## config.mk

```make
export PLATFORM = sky130hd
export DESIGN_NAME = mem_store_unit
export DESIGN_NICKNAME = d
export VERILOG_FILES = /design/src/rtl/mem_store_unit.sv
export SDC_FILE = /design/constraint.sdc
export NUM_CORES = 1
export LEC_CHECK = 0
export BUFFER_PORTS_ARGS = -buffer_cell sky130_fd_sc_hd__buf_2
export CAP_MARGIN = 15
export CORE_AREA = 2 2 119 121
export DETAILED_ROUTE_END_ITERATION = 10
export DIE_AREA = 0 0 121 123
export PLACE_DENSITY = 0.75
export SLEW_MARGIN = 20
export SYNTH_ARGS = -nofsm -noshare
export SYNTH_HDL_FRONTEND = slang
export SYNTH_SLANG_ARGS = --single-unit
export TNS_END_PERCENT = 5
```

## constraint.sdc

```tcl
create_clock -name cpu_clk -period 4.64 [get_ports cpu_clk]
set_input_delay 0.232 -clock cpu_clk [delete_from_list [all_inputs] [get_ports cpu_clk]]
set_output_delay 0.232 -clock cpu_clk [all_outputs]
set_load 0.01 [all_outputs]
```

## src/rtl/mem_store_unit.sv

```systemverilog
// mem_store_unit: formats SB/SH/SW requests into lane-aligned SRAM writes and
// drains them in order from a small store buffer under an ack handshake.
`default_nettype none

module mem_store_unit #(
  parameter int DEPTH = 2,
  parameter int CNT_W = 2
) (
  input  logic             cpu_clk,
  input  logic             cpu_rst,
  input  logic             st_valid,
  output logic             st_ready,
  input  logic [1:0]       st_size,
  input  logic [31:0]      st_addr,
  input  logic [31:0]      st_data,
  input  logic             st_device,
  output logic             st_ades,
  output logic [31:0]      st_badvaddr,
  output logic             dm_en,
  output logic [3:0]       dm_we,
  output logic [31:0]      dm_addr,
  output logic [31:0]      dm_wdata,
  input  logic             dm_ack,
  output logic             sb_empty,
  output logic [CNT_W-1:0] sb_count
);

  localparam int PTR_W = (DEPTH > 1) ? $clog2(DEPTH) : 1;
  localparam logic [CNT_W-1:0] FULL_CNT = CNT_W'(DEPTH);

  localparam logic [1:0] SZ_BYTE = 2'b00;
  localparam logic [1:0] SZ_HALF = 2'b01;
  localparam logic [1:0] SZ_WORD = 2'b10;

  logic [PTR_W-1:0] wr_ptr_q, wr_ptr_d;
  logic [PTR_W-1:0] rd_ptr_q, rd_ptr_d;
  logic [CNT_W-1:0] count_q, count_d;
  logic             ades_q, ades_d;
  logic [31:0]      badvaddr_q, badvaddr_d;

  logic [3:0]       we_mem_q   [DEPTH];
  logic [31:0]      addr_mem_q [DEPTH];
  logic [31:0]      data_mem_q [DEPTH];

  logic [7:0]       b0, b1, b2, b3;
  logic             misaligned;
  logic             handshake;
  logic             push;
  logic             pop;
  logic             nonempty;
  logic [3:0]       fmt_we;
  logic [31:0]      fmt_data;

  assign b0 = st_data[7:0];
  assign b1 = st_data[15:8];
  assign b2 = st_data[23:16];
  assign b3 = st_data[31:24];

  assign nonempty  = (count_q != '0);
  assign st_ready  = !cpu_rst && (count_q != FULL_CNT);
  assign handshake = st_valid && st_ready;
  assign push      = handshake && !misaligned;
  assign pop       = dm_ack && nonempty;

  always_comb begin
    misaligned = 1'b0;
    case (st_size)
      SZ_BYTE: misaligned = 1'b0;
      SZ_HALF: misaligned = st_addr[0];
      SZ_WORD: misaligned = (st_addr[1:0] != 2'b00);
      default: misaligned = 1'b1;
    endcase
  end

  // Lane 3 ([31:24]) holds the lowest address: big-endian lane order, the inverse of the load path.
  always_comb begin
    fmt_we   = 4'b0000;
    fmt_data = 32'h0000_0000;
    case (st_size)
      SZ_BYTE: begin
        case (st_addr[1:0])
          2'b00:   begin fmt_we = 4'b1000; fmt_data = {b0, 8'h00, 8'h00, 8'h00}; end
          2'b01:   begin fmt_we = 4'b0100; fmt_data = {8'h00, b0, 8'h00, 8'h00}; end
          2'b10:   begin fmt_we = 4'b0010; fmt_data = {8'h00, 8'h00, b0, 8'h00}; end
          default: begin fmt_we = 4'b0001; fmt_data = {8'h00, 8'h00, 8'h00, b0}; end
        endcase
      end
      SZ_HALF: begin
        if (st_addr[1]) begin
          fmt_we   = 4'b0011;
          fmt_data = {8'h00, 8'h00, b0, b1};
        end else begin
          fmt_we   = 4'b1100;
          fmt_data = {b0, b1, 8'h00, 8'h00};
        end
      end
      SZ_WORD: begin
        fmt_we   = 4'b1111;
        fmt_data = st_device ? st_data : {b0, b1, b2, b3};
      end
      default: begin
        fmt_we   = 4'b0000;
        fmt_data = 32'h0000_0000;
      end
    endcase
  end

  always_comb begin
    wr_ptr_d   = wr_ptr_q;
    rd_ptr_d   = rd_ptr_q;
    count_d    = count_q;
    ades_d     = 1'b0;
    badvaddr_d = badvaddr_q;
    if (push) begin
      wr_ptr_d = wr_ptr_q + PTR_W'(1);
    end
    if (pop) begin
      rd_ptr_d = rd_ptr_q + PTR_W'(1);
    end
    if (push && !pop) begin
      count_d = count_q + CNT_W'(1);
    end else if (!push && pop) begin
      count_d = count_q - CNT_W'(1);
    end
    if (handshake && misaligned) begin
      ades_d     = 1'b1;
      badvaddr_d = st_addr;
    end
  end

  always_ff @(posedge cpu_clk or posedge cpu_rst) begin
    if (cpu_rst) begin
      wr_ptr_q   <= '0;
      rd_ptr_q   <= '0;
      count_q    <= '0;
      ades_q     <= 1'b0;
      badvaddr_q <= 32'h0000_0000;
    end else begin
      wr_ptr_q   <= wr_ptr_d;
      rd_ptr_q   <= rd_ptr_d;
      count_q    <= count_d;
      ades_q     <= ades_d;
      badvaddr_q <= badvaddr_d;
    end
  end

  // Entry storage needs no reset: it is only observed through a non-zero count.
  always_ff @(posedge cpu_clk) begin
    if (push) begin
      we_mem_q[wr_ptr_q]   <= fmt_we;
      addr_mem_q[wr_ptr_q] <= {st_addr[31:2], 2'b00};
      data_mem_q[wr_ptr_q] <= fmt_data;
    end
  end

  assign st_ades     = ades_q;
  assign st_badvaddr = badvaddr_q;
  assign sb_count    = count_q;
  assign sb_empty    = !nonempty;
  assign dm_en       = nonempty;
  assign dm_we       = nonempty ? we_mem_q[rd_ptr_q]   : 4'b0000;
  assign dm_addr     = nonempty ? addr_mem_q[rd_ptr_q] : 32'h0000_0000;
  assign dm_wdata    = nonempty ? data_mem_q[rd_ptr_q] : 32'h0000_0000;

endmodule

`default_nettype wire

```

# == Yosys cells after proc, flatten, opt, wreduce, memory -nomap -nowiden ==
# Memory sizes are Yosys's and may differ from the RTL's.
# Index checks and enable logic that the tools add are counted.
# classes
n_addsub,4
n_eq_ne,5
mux,16
reduce_logical,17
# op_table
operator,n
32-bit one-hot mux with 3 select lines,2
32-bit 2-to-1 mux,4
4-bit one-hot mux with 3 select lines,2
4-bit 2-to-1 mux,2
1-bit logical AND,7
2-bit nonzero test,3
1-bit logical NOT,5
"2-bit by 1-bit == test with 1-bit output, second input constant",2
"2-bit == test, second input constant",2
2-bit logical NOT,2
2-bit 2-to-1 mux,2
1-bit 2-to-1 mux,3
1-bit one-hot mux with 3 select lines,1
"1-bit adder, second input constant",2
"2-bit by 1-bit adder with 2-bit output, second input constant",1
"2-bit != test, second input constant",1
"2-bit by 1-bit subtractor with 2-bit output, second input constant",1
# word_totals
regBits,37
ramBits,132
input_bits,71
output_inout_bits,106
word_cells,50
mem_count,3
# memory_table
name,words,word_bits,rd,rd_clocked_by_memory_dff,wr,line_no,text
data_mem_q,2,32,1,0,1,43,logic [31:0] data_mem_q [DEPTH];
addr_mem_q,2,30,1,0,1,42,logic [31:0] addr_mem_q [DEPTH];
we_mem_q,2,4,1,0,1,41,logic [3:0] we_mem_q [DEPTH];

# == Logic depth before layout (Yosys ltp) ==
# depth
word_depth,8
depth_mapped,9
ltp_nobuf,8

# == Worst setup path after synthesis ==
# No wires, ideal clock.
# synth_timing
path_type,register to register
startpoint,"reg count_q[0], in the netlist sb_count[0]"
endpoint,mem addr_mem_q[0][0] (netlist bit) (enable)
setup_time_ps,491
arrival_ps,3721
required_time_ps,4149
slack_ps,428
stages_incl_launch_ff,5
n_path_buf,0
period_less_slack_ps,4212
path_cell_list,dfrtp_1 inv_1 a21oi_2 nand3b_1 nor2_1
# synth_between
elab_chain_len,6
# synth_lines
element,line_no,text
from (decl),37,"logic [CNT_W-1:0] count_q, count_d;"
from (signal assigned),141,count_q <= count_d;
2-bit != test,60,assign st_ready = !cpu_rst && (count_q != FULL_CNT);
1-bit logical AND,60,
named net st_ready,12,"output logic st_ready,"
1-bit logical AND,61,assign handshake = st_valid && st_ready;
1-bit logical AND,62,assign push = handshake && !misaligned;
1-bit 2-to-1 mux,149,if (push) begin
1-bit 2-to-1 mux (not written as such),151,"addr_mem_q[wr_ptr_q] <= {st_addr[31:2], 2'b00};"
to (decl),42,
# The timed path passes the listed nets, and every way through them passes these cells.

# == Worst setup path in the final report ==
# layout_timing
startpoint,"reg count_q[0], in the netlist sb_count[0]"
endpoint,mem addr_mem_q[1][14] (netlist bit) (enable)
# layout_between
elab_chain_len,6
# layout_lines
element,line_no
2-bit != test,60
1-bit logical AND,60
1-bit logical AND,61
1-bit logical AND,62
1-bit 2-to-1 mux,149
1-bit 2-to-1 mux (not written as such),151
# No other way between the ends.

==> flow_summary.ini <==
[flow_run]
maxCapViolCount = 0

[final_layout]
fillers = 1021
final_cell_count_no_fill = 848
post-route-cell-area_um2 = 8810
syn2layout_area_growth_pct = 24.4
nNetsFinal = 727
final_core_util = 0.647
diodes = 0
drive_above_1_share = 0.382

[setup_path]
crit_start = sb_count[0]$_DFFE_PP0P_
slowest_delay_ns = 0.80
setup.worst_path.class = reg2reg
startpoint_type = flop
cp_num_buf_inv = 2
cpLargestDelayFamily = simple AND/OR/NAND/NOR gates
r2r_start = sb_count[0]$_DFFE_PP0P_
critPathSlowestCell = nor2_4
worstPathRequired_ns = 4.72
cp_max_fo = 32
path_cells = inv_1, a21oi_2, nand3b_1, nor2_4, buf_4
critPathCaptureType = flop
cp.arrival_ns = 2.67

[synth]
ys_seq_area_frac = 0.690
yosysMostFrequentCell = edfxtp_1
synth_ff_type = edfxtp_1
yosysWarnings = 0
synth-edff-count = 132
synth_commonest_cells = edfxtp_1 (132), mux2i_1 (79), nor2_1 (77), dfrtp_1 (37), mux2_2 (32)
synthArstFlopShare = 0.219
yosysTopAreaCellShare = 0.560
yosys.area.top_type = edfxtp_1
ys_types = 36
synthCells = 479
avgSynthCellArea_um2 = 14.8
synth_area_leaders = edfxtp_1 (56%), dfrtp_1 (13%), mux2i_1 (11%)
ys_ff_latch = 169
netlist_area_um2 = 7080

[clocking]
clk_pin_slew_ns = 0.07
cts_tree = built
insertion_delay_ns = 0.42
cts_root_buf = clkbuf_16
post-cts-setup-buffers = 0
cts.path.max_buffers = 2
cts.sinks = 169
cts_buffers = 17
h-tree-depth = 4

[place]
io_buffers = 174
dp.cells = 809
hpwl_um = 10700
dpl-instance-area_um2 = 8090
gp_congestion = 0.964

[sta]
min_period_over_period = 0.559
relSlewSlack = 0.370
finalSetupViolations = 0
fmax_mhz = 386
layout_min_cycle_time_ns = 2.59
rsz0062_at_grt = false
tns_ns = 0
max_slew.worst_pin.slew_ns = 0.943
finClkSkew_ns = 0.00596
maxSlewViolCount = 0
finalHoldViolCount = 0

[die]
die_x_um = 121
ios = 177
fp-row-count = 43
initial_core_util = 0.520
die_h_um = 123
die-area_um2 = 14900
core-area_um2 = 13600

[detailed_routing]
drt-met1-wl_um = 6340
drtIter0Drc = 432
top_layer_used = met4
antenna_left = 0
drt-total-wl_um = 15600
dr_wl_met2_um = 7920
avgViaCountPerCell = 5.35
via_count = 4534
route.met3.wl_um = 1010
drcViolationCount = 0
post_drt_wl_per_cell_um = 18.4
dr.pass1.iters = 6

[min_path]
min_from = st_addr[10]
hold_class = in2reg

[pwr]
irDropWorstVdd_mv = 0.363
p_per_area_nw_per_um2 = 584
p_leak_uw = 0.00382

[grt]
grt_start_max_net_pins = 68
grt_pass1_vias = 4425
grt_pass1_wl_um = 23600
antenna_found_initial = 0
overflow = 0
grtUsageTotal = 0.213

[status]
outcome = finished, final reports clean
sequential cells by signal, summed over array words and instances, names as in the netlist:
name	count
sb_count	2
st_badvaddr	32
wr_ptr_q	1
rd_ptr_q	1
we_mem_q	8
addr_mem_q	60
st_ades	1
data_mem_q	64
worst paths after layout:
| check | endpoint | slack (ns) | cells after the start |
|---|---|---|---|
| hold / removal | addr_mem_q[1][8]$_DFFE_PP_ | 0.02 | 1 |
| hold reg to reg | st_badvaddr[12]$_DFFE_PP0P_ | 0.50 | 1 |
| setup reg to reg | addr_mem_q[1][14]$_DFFE_PP_ | 2.05 | 5 |
| max in group asynchronous | st_badvaddr[1]$_DFFE_PP0P_ | 3.56 | 4 |
| min in group asynchronous | wr_ptr_q$_DFFE_PP0P_ | 0.35 | 3 |
| setup / recovery | addr_mem_q[1][14]$_DFFE_PP_ | 2.05 | 5 |
through the flow:
step / setup slack, ns / power, µW / hold slack (ns)
3_5_place_dp: 1.94 / 3710 / 0.206
5_1_grt: 1.87 / 5410 / 0.000456
4_1_cts: 1.95 / 5180 / 0.00201
6_report: 2.05 / 5150 / 0.0194
2_1_floorplan: 0.428 / 3050 / 0.331
3_3_place_gp: 2.04 / 3680 / 0.201
layout by cell type, fill, tap and decap left out, types with 3 or more instances in the layout:
| cell type | synthesis | routed |
|---|---|---|
| mux2i_1 | 79 | 79 |
| dlygate4sd3_1 | 0 | 6 |
| dfrtp_1 | 37 | 36 |
| mux2_2 | 32 | 32 |
| a221o_1 | 4 | 4 |
| and3_1 | 4 | 4 |
| nand2_1 | 10 | 10 |
| clkbuf_16 | 0 | 19 |
| inv_6 | 0 | 5 |
| a22o_1 | 8 | 8 |
| edfxtp_1 | 132 | 132 |
| buf_2 | 19 | 174 |
| nor2_1 | 77 | 75 |
| a22oi_1 | 4 | 4 |
| o22ai_1 | 4 | 4 |
| inv_1 | 15 | 14 |
| o21ai_0 | 9 | 9 |
| buf_4 | 2 | 5 |
| xnor2_1 | 3 | 3 |
| a222oi_1 | 8 | 8 |
| a21oi_1 | 4 | 4 |
| clkinvlp_4 | 0 | 3 |
cell type report:
type,instances,area [µm²],share of cell area
Timing Repair Buffer,186,996,0.113
Clock buffer,19,475,0.0540
Clock inverter,13,151,0.0172
Inverter,15,57.6,0.00653
Sequential cell,169,4890,0.556
Tap cell,180,225,0.0256
Multi-Input combinational cell,266,2010,0.228
per-layer routing:
layer | track usage | vias up
met1 | 0.268 | 2209
met5 | 0 | -
met3 | 0.0600 | 28
li1 | - | 2120
met4 | 0.0792 | 0
met2 | 0.355 | 177
worst register-to-register path: cells and delay by family, from the launching register on:
| kind | cells | cell delay [ns] |
|---|---|---|
| simple gates | 2 | 1.06 |
| flops | 1 | 0.43 |
| compound gates | 1 | 0.18 |
| buf+inv | 2 | 0.56 |
timing repair:
action,in CTS,in global routing
gates resized for setup,0,0
hold buffers,5,1
hold endpoints to repair,14,1
report_power, final:
group          internal, µW  switching, µW
clock                   869            586
combinational           728            922
sequential             1880            158
total                  3480           1670
kinds of logic after synthesis:
logic type / count (synthesis) / share of synthesized area
flops: 169 / 0.690
mux: 111 / 0.163
simple gates: 103 / 0.0622
buf+inv: 45 / 0.0284
compound gates: 44 / 0.0479
xor+xnor: 5 / 0.00618
fa+ha+maj: 1 / 0.00177
other cells: 1 / 0.000530
Note: power is estimated with default switching activity, not from simulation.
